===== src/rtl/uart.sv =====
// uart: memory-mapped 8N1 UART on the CPU data/IO bus.
//
// Register window (offset from BASE inside the I/O page):
//   +0 DATA    write pushes into the TX FIFO, read returns rx_data and clears rx_valid
//   +1 STATUS  {0, tx_ovf, rx_fe, rx_ovr, rx_valid, tx_busy, tx_full, tx_empty}
//              a read clears bits 4..6
//   +2 DIV_LO  low byte of the baud divider
//   +3 DIV_HI  high byte of the baud divider
//
// Ports:
//   clk      system clock, rising edge
//   rst_n    asynchronous active-low reset
//   address  CPU bus address; only address[7:0] is decoded
//   din      CPU write data
//   w_en     write strobe
//   r_en     read strobe
//   dout     registered read data, one-cycle latency, holds between reads
//   tx       serial output, idles high
//   rx       serial input, asynchronous to clk
module uart #(
  parameter logic [7:0]  BASE        = 8'h10,
  parameter int          FIFO_DEPTH  = 4,
  parameter logic [15:0] DEFAULT_DIV = 16'd104
) (
  input  logic        clk,
  input  logic        rst_n,
  input  logic [15:0] address,
  input  logic [7:0]  din,
  input  logic        w_en,
  input  logic        r_en,
  output logic [7:0]  dout,
  output logic        tx,
  input  logic        rx
);

  localparam int PW = $clog2(FIFO_DEPTH);
  localparam logic [PW:0] FULL_COUNT = (PW+1)'(FIFO_DEPTH);

  localparam logic [1:0] S_IDLE  = 2'd0;
  localparam logic [1:0] S_START = 2'd1;
  localparam logic [1:0] S_DATA  = 2'd2;
  localparam logic [1:0] S_STOP  = 2'd3;

  // Address decode. The page (address[15:8]) is decoded upstream.
  logic [7:0] offset;
  logic       in_win;
  logic [1:0] sel;
  logic       unused_addr;

  assign offset      = address[7:0] - BASE;
  assign in_win      = (offset[7:2] == 6'd0);
  assign sel         = offset[1:0];
  assign unused_addr = ^address[15:8];

  logic wr_data, rd_data, rd_status, wr_div_lo, wr_div_hi;
  assign wr_data   = w_en && in_win && (sel == 2'd0);
  assign wr_div_lo = w_en && in_win && (sel == 2'd2);
  assign wr_div_hi = w_en && in_win && (sel == 2'd3);
  assign rd_data   = r_en && in_win && (sel == 2'd0);
  assign rd_status = r_en && in_win && (sel == 2'd1);

  logic [15:0] div;
  logic [15:0] div_eff;
  assign div_eff = (div < 16'd2) ? 16'd2 : div;

  // ---------------- TX FIFO ----------------
  logic [7:0]    fifo_mem [FIFO_DEPTH];
  logic [PW-1:0] wr_ptr, rd_ptr;
  logic [PW:0]   count;
  logic          fifo_empty, fifo_full;
  logic          push, tx_pop;

  assign fifo_empty = (count == '0);
  assign fifo_full  = (count == FULL_COUNT);
  // A push into a full FIFO still fits when the serializer pops the same cycle.
  assign push       = wr_data && (!fifo_full || tx_pop);

  always_ff @(posedge clk) begin
    if (push) fifo_mem[wr_ptr] <= din;
  end

  always_ff @(posedge clk or negedge rst_n) begin
    if (!rst_n) begin
      wr_ptr <= '0;
      rd_ptr <= '0;
      count  <= '0;
    end else begin
      if (push)   wr_ptr <= wr_ptr + PW'(1);
      if (tx_pop) rd_ptr <= rd_ptr + PW'(1);
      case ({push, tx_pop})
        2'b10:   count <= count + (PW+1)'(1);
        2'b01:   count <= count - (PW+1)'(1);
        default: count <= count;
      endcase
    end
  end

  // ---------------- TX serializer ----------------
  logic [1:0]  tx_state;
  logic [15:0] tx_cnt, tx_div;
  logic [2:0]  tx_bit;
  logic [7:0]  tx_shift;
  logic        tx_bit_end;

  assign tx_bit_end = (tx_cnt == tx_div - 16'd1);
  // Pop from IDLE, or straight out of STOP so frames run with no idle gap.
  assign tx_pop = !fifo_empty &&
                  ((tx_state == S_IDLE) || ((tx_state == S_STOP) && tx_bit_end));

  always_ff @(posedge clk or negedge rst_n) begin
    if (!rst_n) begin
      tx_state <= S_IDLE;
      tx       <= 1'b1;
      tx_cnt   <= '0;
      tx_div   <= 16'd2;
      tx_bit   <= '0;
      tx_shift <= '0;
    end else begin
      case (tx_state)
        S_IDLE: begin
          if (tx_pop) begin
            tx_state <= S_START;
            tx       <= 1'b0;
            tx_cnt   <= '0;
            tx_shift <= fifo_mem[rd_ptr];
            tx_div   <= div_eff;
          end
        end
        S_START: begin
          if (tx_bit_end) begin
            tx_state <= S_DATA;
            tx       <= tx_shift[0];
            tx_cnt   <= '0;
            tx_bit   <= '0;
          end else begin
            tx_cnt <= tx_cnt + 16'd1;
          end
        end
        S_DATA: begin
          if (tx_bit_end) begin
            tx_cnt <= '0;
            if (tx_bit == 3'd7) begin
              tx_state <= S_STOP;
              tx       <= 1'b1;
            end else begin
              tx_bit <= tx_bit + 3'd1;
              tx     <= tx_shift[tx_bit + 3'd1];
            end
          end else begin
            tx_cnt <= tx_cnt + 16'd1;
          end
        end
        default: begin
          if (tx_bit_end) begin
            tx_cnt <= '0;
            if (tx_pop) begin
              tx_state <= S_START;
              tx       <= 1'b0;
              tx_shift <= fifo_mem[rd_ptr];
              tx_div   <= div_eff;
            end else begin
              tx_state <= S_IDLE;
            end
          end else begin
            tx_cnt <= tx_cnt + 16'd1;
          end
        end
      endcase
    end
  end

  // ---------------- RX deserializer ----------------
  // rx_s1/rx_s2 synchronize; rx_s3 is the previous synchronized value for edge detect.
  logic rx_s1, rx_s2, rx_s3, rx_fall;

  always_ff @(posedge clk or negedge rst_n) begin
    if (!rst_n) begin
      rx_s1 <= 1'b1;
      rx_s2 <= 1'b1;
      rx_s3 <= 1'b1;
    end else begin
      rx_s1 <= rx;
      rx_s2 <= rx_s1;
      rx_s3 <= rx_s2;
    end
  end

  assign rx_fall = rx_s3 && !rx_s2;

  logic [1:0]  rx_state;
  logic [15:0] rx_cnt, rx_div;
  logic [2:0]  rx_bit;
  logic [7:0]  rx_shift;
  logic        rx_bit_end, rx_half_end, rx_load, rx_ferr;

  assign rx_bit_end  = (rx_cnt == rx_div - 16'd1);
  assign rx_half_end = (rx_cnt == (rx_div >> 1) - 16'd1);
  assign rx_load     = (rx_state == S_STOP) && rx_bit_end && rx_s2;
  assign rx_ferr     = (rx_state == S_STOP) && rx_bit_end && !rx_s2;

  always_ff @(posedge clk or negedge rst_n) begin
    if (!rst_n) begin
      rx_state <= S_IDLE;
      rx_cnt   <= '0;
      rx_div   <= 16'd2;
      rx_bit   <= '0;
      rx_shift <= '0;
    end else begin
      case (rx_state)
        S_IDLE: begin
          if (rx_fall) begin
            rx_state <= S_START;
            rx_cnt   <= '0;
            rx_div   <= div_eff;
          end
        end
        S_START: begin
          // Mid-bit resample; a high line here means the edge was a glitch.
          if (rx_half_end) begin
            rx_cnt <= '0;
            rx_bit <= '0;
            rx_state <= rx_s2 ? S_IDLE : S_DATA;
          end else begin
            rx_cnt <= rx_cnt + 16'd1;
          end
        end
        S_DATA: begin
          if (rx_bit_end) begin
            rx_cnt   <= '0;
            rx_shift <= {rx_s2, rx_shift[7:1]};
            if (rx_bit == 3'd7) rx_state <= S_STOP;
            else                rx_bit   <= rx_bit + 3'd1;
          end else begin
            rx_cnt <= rx_cnt + 16'd1;
          end
        end
        default: begin
          if (rx_bit_end) begin
            rx_cnt   <= '0;
            rx_state <= S_IDLE;
          end else begin
            rx_cnt <= rx_cnt + 16'd1;
          end
        end
      endcase
    end
  end

  // ---------------- Registers, flags and read port ----------------
  logic [7:0] rx_data;
  logic       rx_valid, rx_ovr, rx_fe, tx_ovf;
  logic       tx_busy;
  logic [7:0] status;
  logic [7:0] read_mux;

  assign tx_busy = (tx_state != S_IDLE) || !fifo_empty;
  assign status  = {1'b0, tx_ovf, rx_fe, rx_ovr, rx_valid, tx_busy, fifo_full, fifo_empty};

  always_comb begin
    read_mux = 8'h00;
    case (sel)
      2'd0:    read_mux = rx_data;
      2'd1:    read_mux = status;
      2'd2:    read_mux = div[7:0];
      default: read_mux = div[15:8];
    endcase
  end

  // Each flag lists its set condition first so a same-cycle set beats the clear.
  always_ff @(posedge clk or negedge rst_n) begin
    if (!rst_n) begin
      rx_data  <= '0;
      rx_valid <= 1'b0;
      rx_ovr   <= 1'b0;
      rx_fe    <= 1'b0;
      tx_ovf   <= 1'b0;
      div      <= DEFAULT_DIV;
      dout     <= '0;
    end else begin
      if (rx_load) rx_data <= rx_shift;

      if (rx_load)      rx_valid <= 1'b1;
      else if (rd_data) rx_valid <= 1'b0;

      if (rx_load && rx_valid) rx_ovr <= 1'b1;
      else if (rd_status)      rx_ovr <= 1'b0;

      if (rx_ferr)        rx_fe <= 1'b1;
      else if (rd_status) rx_fe <= 1'b0;

      if (wr_data && fifo_full && !tx_pop) tx_ovf <= 1'b1;
      else if (rd_status)                  tx_ovf <= 1'b0;

      if (wr_div_lo) div[7:0]  <= din;
      if (wr_div_hi) div[15:8] <= din;

      if (r_en && in_win) dout <= read_mux;
    end
  end

endmodule


===== config.mk =====
export PLATFORM = sky130hd
export DESIGN_NAME = uart
export DESIGN_NICKNAME = d
export VERILOG_FILES = /design/src/rtl/uart.sv
export SDC_FILE = /design/constraint.sdc
export NUM_CORES = 1
export LEC_CHECK = 0
export CORE_UTILIZATION = 50
export CTS_BUF_LIST = sky130_fd_sc_hd__clkbuf_2 sky130_fd_sc_hd__clkbuf_4 sky130_fd_sc_hd__clkbuf_8
export CTS_CLUSTER_SIZE = 20
export DETAILED_ROUTE_END_ITERATION = 10
export DONT_BUFFER_PORTS = 1
export GPL_TIMING_DRIVEN = 0
export PLACE_DENSITY = 0.69
export SYNTH_ARGS = -nofsm -noshare
export SYNTH_HDL_FRONTEND = slang
export SYNTH_SLANG_ARGS = --single-unit
export TNS_END_PERCENT = 5

===== constraint.sdc =====
create_clock -name clk -period 3.54 [get_ports clk]
set_input_delay 0.885 -clock clk [delete_from_list [all_inputs] [get_ports clk]]
set_output_delay 0.885 -clock clk [all_outputs]
set_load 0.02 [all_outputs]

==> qor.txt, run 1 <==
Crit Path Max Fanout -> 3
Post-synth EDFFs -> 32
CP endpoint kind -> flip-flop
Tot Pwr -> 7.17 mW
FF+latch count, synth -> 169
fin worst setup slack -> -0.131 ns
I/O Buffers -> 0
Antenna Nets Post-Route -> 0
Layout Skew -> 0.0172 ns
Avg WL per Cell -> 18.1 um
top-area cell type share of the netlist area -> 0.348
largest net degree at the start of global routing -> 138
Power Density -> 707 nW/um^2
Via density -> 5.88
status -> complete, but fails checks
routability cong. -> 0.877
final instance area -> 10,100 um^2
clock tree buffer depth -> 2
Rel. slew slack -> 0.465
initial antenna violation count -> 0
total clock sinks -> 169
DR DRC count -> 0
core area -> 18,000 um^2
Routed WL -> 19.7 mm
post-synth top area cell -> dfrtp_1
Tmin final -> 3.67 ns
final worst path period share -> 1.04
CTS tree -> yes
Post-DP Area -> 9520 um^2
IR drop worst, VDD -> 0.000479 V
flop2flop setup slack -> -0.13 ns
Root Buffer -> clkbuf_8
io pins -> 38
reg2reg end -> count[2]
combinational cell fraction of total power -> 0.450
element type at the critical path start -> flip-flop
row cnt -> 49
Primary FF master, synth -> dfrtp_1
max_cap viols -> 0
crit path DAT -> 4.05 ns
H-tree depth -> 4
post-route insts no fill -> 1,085
most frequent cell after synthesis -> dfrtp_1
Layout area overhead -> 10.1%
kind of critical path -> reg -> reg
reg2reg start -> tx_div[0]
Placement Setup Slack -> -0.471 ns
Setup-failing EPs final -> 26
Die X-Extent -> 138 um
RSZ-0062 raised after global routing -> yes
sequential fraction of design power -> 0.362
cell-internal power -> 4.34 mW
worst r2r path cells -> 14
Initial Utilization -> 0.511
Psw -> 2.83 mW
Syn Area/Cell -> 11.4 um^2
Distinct cells, synth -> 74
Cell Area, Synth -> 9210 um^2
Hold Fails Final Rpt -> 0
all-layer global routing usage -> 0.225
Placed Cells -> 1,038
vias in the first global route -> 6,218
Synth area leaders -> dfrtp_1 35%, edfxtp_1 10%, mux2_2 7.6%
worst slew pin tran -> 0.795 ns
Hold Path Class -> in -> async
Initial DRC Count -> 361
drt pass-1 iters -> 5
Synth async-reset ratio -> 0.811
first-pass GRT wire length -> 32.3 mm
Die Height -> 138 um
Gate Count Post-Synth -> 809
failing checks -> negative setup slack
fin. max-slew vios -> 0
Net Sw Frac -> 0.395
CP Data Required Time -> 3.92 ns
LEAKAGE -> 4.46 nW
register area share after synthesis -> 0.478
layout cell share with drive strength beyond 1 -> 0.213
synth warn -> 0
via count -> 6,385
grt total ovfl -> 0
cts bufs inserted -> 17
Max Freq -> 272 MHz
syn_nets -> 856
fin util -> 0.563
clock power share -> 0.189
top cells by count, synth -> 128 x dfrtp_1, 62 x mux2_2, 45 x nor2_1
Total Die Area -> 19,000 um^2
number of diodes -> 0
Clock Latency Late Sink -> 0.47 ns
HPWL after DPL -> 13.6 mm
Clock Pin Slew Worst Setup and Hold Paths -> 0.11 ns
# nets final -> 890
## state kept, by name, summed over array words and instances, names as in the netlist, 2 cells and up
signal and count:
fifo_mem 32, div 16, rx_cnt 16, rx_div 16
tx_cnt 16, tx_div 16, dout 8, rx_data 8
rx_shift 8, tx_shift 8, count 3, rx_bit 3
tx_bit 3, rd_ptr 2, rx_state 2, tx_state 2
wr_ptr 2
## per-layer routing
layer | vias to the layer above | part of all wire | GRT usage
met2 | 120 | 0.48 | 0.369
met3 | 24 | 0.044 | 0.0475
met4 | 0 | 0.017 | 0.0743
met5 | - | 0 | 0
li1 | 3049 | - | -
met1 | 3192 | 0.46 | 0.298
## cell usage in the layout (no fill, tap or decap), types with 10 or more instances in the layout
master / instances
nand3_1: 20
buf_4: 16
edfxtp_1: 32
nor4_1: 13
o21ai_0: 29
nor2b_1: 12
a21o_1: 15
mux2_1: 21
clkbuf_8: 17
a21oi_1: 12
nor2_1: 45
nand4_1: 10
xor2_1: 27
nor3b_1: 13
clkbuf_1: 27
nand2_1: 38
o21ai_1: 11
ha_1: 15
dfrtp_1: 127
or3_1: 14
nor3_1: 22
and3_1: 17
xnor2_1: 42
inv_1: 21
mux2_2: 62
mux4_2: 17
## logic make-up (layout without fill, tap and decap cells)
kind of cell,after synthesis,count (layout),share of synthesized area
AO/OA/AOI/OAI,130,130,0.0995
buffers and inverters,65,112,0.0304
flip-flops,169,169,0.478
adder cells (fa/ha/maj),18,18,0.0253
AND/OR/NAND/NOR,253,253,0.153
XOR/XNOR,69,69,0.0656
multiplexers,105,105,0.149
## worst max-delay path by stage
stage	startpoint	endpoint	slack, ns	depth (start not counted)
after global routing	tx_div[0]	count[2]	-0.27	14
after floorplan	tx_div[0]	count[2]	-0.15	14
after detailed placement	tx_div[0]	count[1]	-0.47	14
final	tx_div[0]	count[2]	-0.13	14
after global placement	rx_div[2]	rx_cnt[13]	-0.48	11
after CTS	tx_div[0]	count[2]	-0.21	14
## through the flow
step / setup TNS (ns) / hold slack (ns)
final: -1.27 / 0.0943
after global routing: -9.87 / 0.0425
after CTS: -1.11 / 0.0751
after detailed placement: -27.90 / 0.350
after global placement: -24.53 / 0.352
after floorplan: -0.209 / 0.345
## power by group through the flow
stage / clock [mW] / combinational, mW / sequential, mW
2_1_floorplan: 0 / 2.39 / 2.52
3_3_place_gp: 0 / 2.85 / 2.61
3_5_place_dp: 0 / 2.90 / 2.62
4_1_cts: 1.37 / 3.05 / 2.59
5_1_grt: 1.47 / 3.56 / 2.64
6_report: 1.35 / 3.22 / 2.59
## timing repair
action                     CTS  global route
gates resized for setup     17            21
setup endpoints to repair  104           103
setup buffers               10             5
hold buffers                 0             0
pin swaps                    8            12
hold endpoints to repair     0             0
## layout make-up
type                       count  area [um^2]
clock buffer                  17          234
sequential                   169         4400
multi-input combinational    575         4650
clock inverter                15          150
fill                        1550         7890
buffer                        42          219
inverter                      23         86.3
tap                          229          287
timing repair buffer          15          113
## critical path, stage by stage (launching register included)
cell and delay, ns:
dfrtp_2 0.42, inv_2 0.07, ha_4 0.13, or4b_4 0.46
or3_1 0.31, or4_1 0.40, a21o_1 0.21, a2111oi_4 0.35
or2_1 0.17, buf_6 0.10, nand3_2 0.08, fa_2 0.35
nand2b_4 0.15, or3_1 0.32, o211ai_1 0.08
(Power assumes the default switching activity.)
==> inputs of run 2 (changes only) <==
CAP_MARGIN = 40   (was not set)
CORE_UTILIZATION = 35   (was 50)
PLACE_DENSITY = 0.52   (was 0.69)
==> qor.txt, run 2 (same netlist as run 1, synthesis figures left out) <==
element type at the critical path start -> flip-flop (unchanged)
CTS tree -> yes (unchanged)
Clock Pin Slew Worst Setup and Hold Paths -> 0.11 ns (about the same)
routability cong. -> 0.805 (was 0.877)
Root Buffer -> clkbuf_8 (unchanged)
Layout Skew -> 0.0191 ns (was 0.0172 ns)
Setup-failing EPs final -> 22 (was 26)
Tot Pwr -> 7.25 mW (was 7.17 mW)
Initial Utilization -> 0.361 (was 0.511)
Hold Fails Final Rpt -> 0 (unchanged)
Die Height -> 164 um (was 138 um)
largest net degree at the start of global routing -> 138 (unchanged)
HPWL after DPL -> 14.8 mm (was 13.6 mm)
flip-flop count of the largest register after layout -> 32 (unchanged)
Slowest-stage cell, CP -> or4b_4 (unchanged)
status -> complete, but fails checks (unchanged)
number of diodes -> 0 (unchanged)
Crit Path Max Fanout -> 4 (was 3)
Hold Path Class -> in -> async (unchanged)
worst slew pin tran -> 0.807 ns (was 0.795 ns)
CP endpoint kind -> flip-flop (unchanged)
fin worst setup slack -> -0.173 ns (was -0.131 ns)
final instance area -> 10,300 um^2 (was 10,100 um^2)
CP max stage delay -> 0.47 ns (was 0.46 ns)
Routed WL -> 20.9 mm (was 19.7 mm)
Max Freq -> 269 MHz (was 272 MHz)
crit path DAT -> 4.10 ns (was 4.05 ns)
Tmin final -> 3.71 ns (was 3.67 ns)
DR DRC count -> 0 (unchanged)
all-layer global routing usage -> 0.168 (was 0.225)
CP delay by family, top -> simple AND/OR/NAND/NOR gates (unchanged)
drt pass-1 iters -> 5 (unchanged)
RSZ-0062 raised after global routing -> yes (unchanged)
grt total ovfl -> 0 (unchanged)
Die X-Extent -> 164 um (was 138 um)
kind of critical path -> reg -> reg (unchanged)
io pins -> 38 (unchanged)
core area -> 25,500 um^2 (was 18,000 um^2)
Rel. slew slack -> 0.462 (was 0.465)
highest-count cells in the layout ignoring fill and taps -> 127 x dfrtp_1, 62 x mux2_2, 44 x nor2_1 (was 127 x dfrtp_1, 62 x mux2_2, 45 x nor2_1)
cts bufs inserted -> 17 (unchanged)
vias in the first global route -> 6,284 (was 6,218)
worst path cell trace -> inv_2 > ha_4 > or4b_4 > or3_1 > or4_1 > a21o_1 > a2111oi_4 > or2_1 > buf_6 > nand3_4 > fa_2 > nand2b_4 > or3_1 > o211ai_1 (was inv_2 > ha_4 > or4b_4 > or3_1 > or4_1 > a21o_1 > a2111oi_4 > or2_1 > buf_6 > nand3_2 > fa_2 > nand2b_4 > or3_1 > o211ai_1)
cell mode on critical path -> or3_1 (unchanged)
Layout area overhead -> 12.3% (was 10.1%)
commonest non-fill, non-tap cell in the layout -> dfrtp_1 (unchanged)
Initial DRC Count -> 335 (was 361)
Clock Latency Late Sink -> 0.48 ns (was 0.47 ns)
initial antenna violation count -> 0 (unchanged)
Total Die Area -> 27,000 um^2 (was 19,000 um^2)
layout cell share with drive strength beyond 1 -> 0.220 (was 0.213)
failing checks -> negative setup slack (unchanged)
final worst path period share -> 1.05 (was 1.04)
CP Data Required Time -> 3.92 ns (about the same)
Biggest register -> fifo_mem (unchanged)
Antenna Nets Post-Route -> 0 (unchanged)
total clock sinks -> 169 (unchanged)
fin. max-slew vios -> 0 (unchanged)
via count -> 6,265 (was 6,385)
Via density -> 5.27 (was 5.88)
Power Density -> 701 nW/um^2 (was 707 nW/um^2)
H-tree depth -> 4 (unchanged)
row cnt -> 58 (was 49)
Post-DP Area -> 9650 um^2 (was 9520 um^2)
Avg WL per Cell -> 17.6 um (was 18.1 um)
CP bufs+invs -> 2 (unchanged)
first-pass GRT wire length -> 34.5 mm (was 32.3 mm)
reg2reg start -> tx_div[0] (unchanged)
LEAKAGE -> 4.49 nW (was 4.46 nW)
max_cap viols -> 0 (unchanged)
Worst Setup SP -> tx_div[0] (unchanged)
IR drop worst, VDD -> 0.000308 V (was 0.000479 V)
clock tree buffer depth -> 2 (unchanged)
I/O Buffers -> 0 (unchanged)
# nets final -> 892 (was 890)
## run 2: cell count changes in the layout (fill, tap and decap cells not counted), sizes merged
cell,delta
buf,+4
clkinv,+2
clkbuf,-2
clkinvlp,-1
inv,-1
## run 2: through the flow
step	hold WS (ns)	setup TNS [ns]	instances	utilization	setup slack, ns
after floorplan	0.345	-0.209	809	-	-0.152
after global placement	0.355	-33.80	1139	0.379	-0.615
after detailed placement	0.348	-34.93	1140	0.379	-0.616
after CTS	0.0704	-2.82	1181	0.401	-0.312
after global routing	0.0686	-7.83	1188	0.406	-0.307
final	0.0954	-0.478	1188	0.406	-0.173
## run 2: where the power goes
part	internal (mW)	switching [mW]
Combinational	1.55	1.70
Sequential	2.27	0.317
Clock	0.543	0.865
## run 2: repair_timing
| item | CTS | global route |
|---|---|---|
| pin swaps | 9 | 17 |
| hold buffers | 0 | 0 |
| buffers inserted | 9 | 7 |
| hold endpoints to repair | 0 | 0 |
| endpoints found under the setup margin | 113 | 111 |
| gates resized for setup | 25 | 20 |
## run 2: path summary, 6_finish.rpt
path | end | depth (start not counted) | slack (ns)
setup reg to reg | count[2] | 14 | -0.17
setup / recovery | count[2] | 14 | -0.17
hold / removal | tx_cnt[6] | 0 | 0.1
hold reg to reg | rx_s2 | 0 | 0.36
max in group asynchronous | rx_s1 | 0 | 3.14
min in group clk | rx_s2 | 0 | 0.36
## run 2: cell type report
class | instances | area [um^2]
Buffer | 42 | 219
Clock buffer | 17 | 234
Clock inverter | 15 | 175
Fill cell | 2457 | 15100
Inverter | 23 | 86.3
Multi-Input combinational cell | 575 | 4690
Sequential cell | 169 | 4400
Tap cell | 330 | 413
Timing Repair Buffer | 17 | 125
## run 2: worst register-to-register path: stages, from the launching register on
cell	delay [ns]
dfrtp_2	0.42
inv_2	0.07
ha_4	0.13
or4b_4	0.47
or3_1	0.31
or4_1	0.42
a21o_1	0.22
a2111oi_4	0.36
or2_1	0.17
buf_6	0.11
nand3_4	0.07
fa_2	0.35
nand2b_4	0.15
or3_1	0.31
o211ai_1	0.08
## run 2: routing by layer
metal,global-route usage,part of all wire,routed length (um)
met1,0.228,0.49,10300
met2,0.271,0.47,9870
met3,0.0303,0.025,522
met4,0.0480,0.012,252
met5,0,0,0
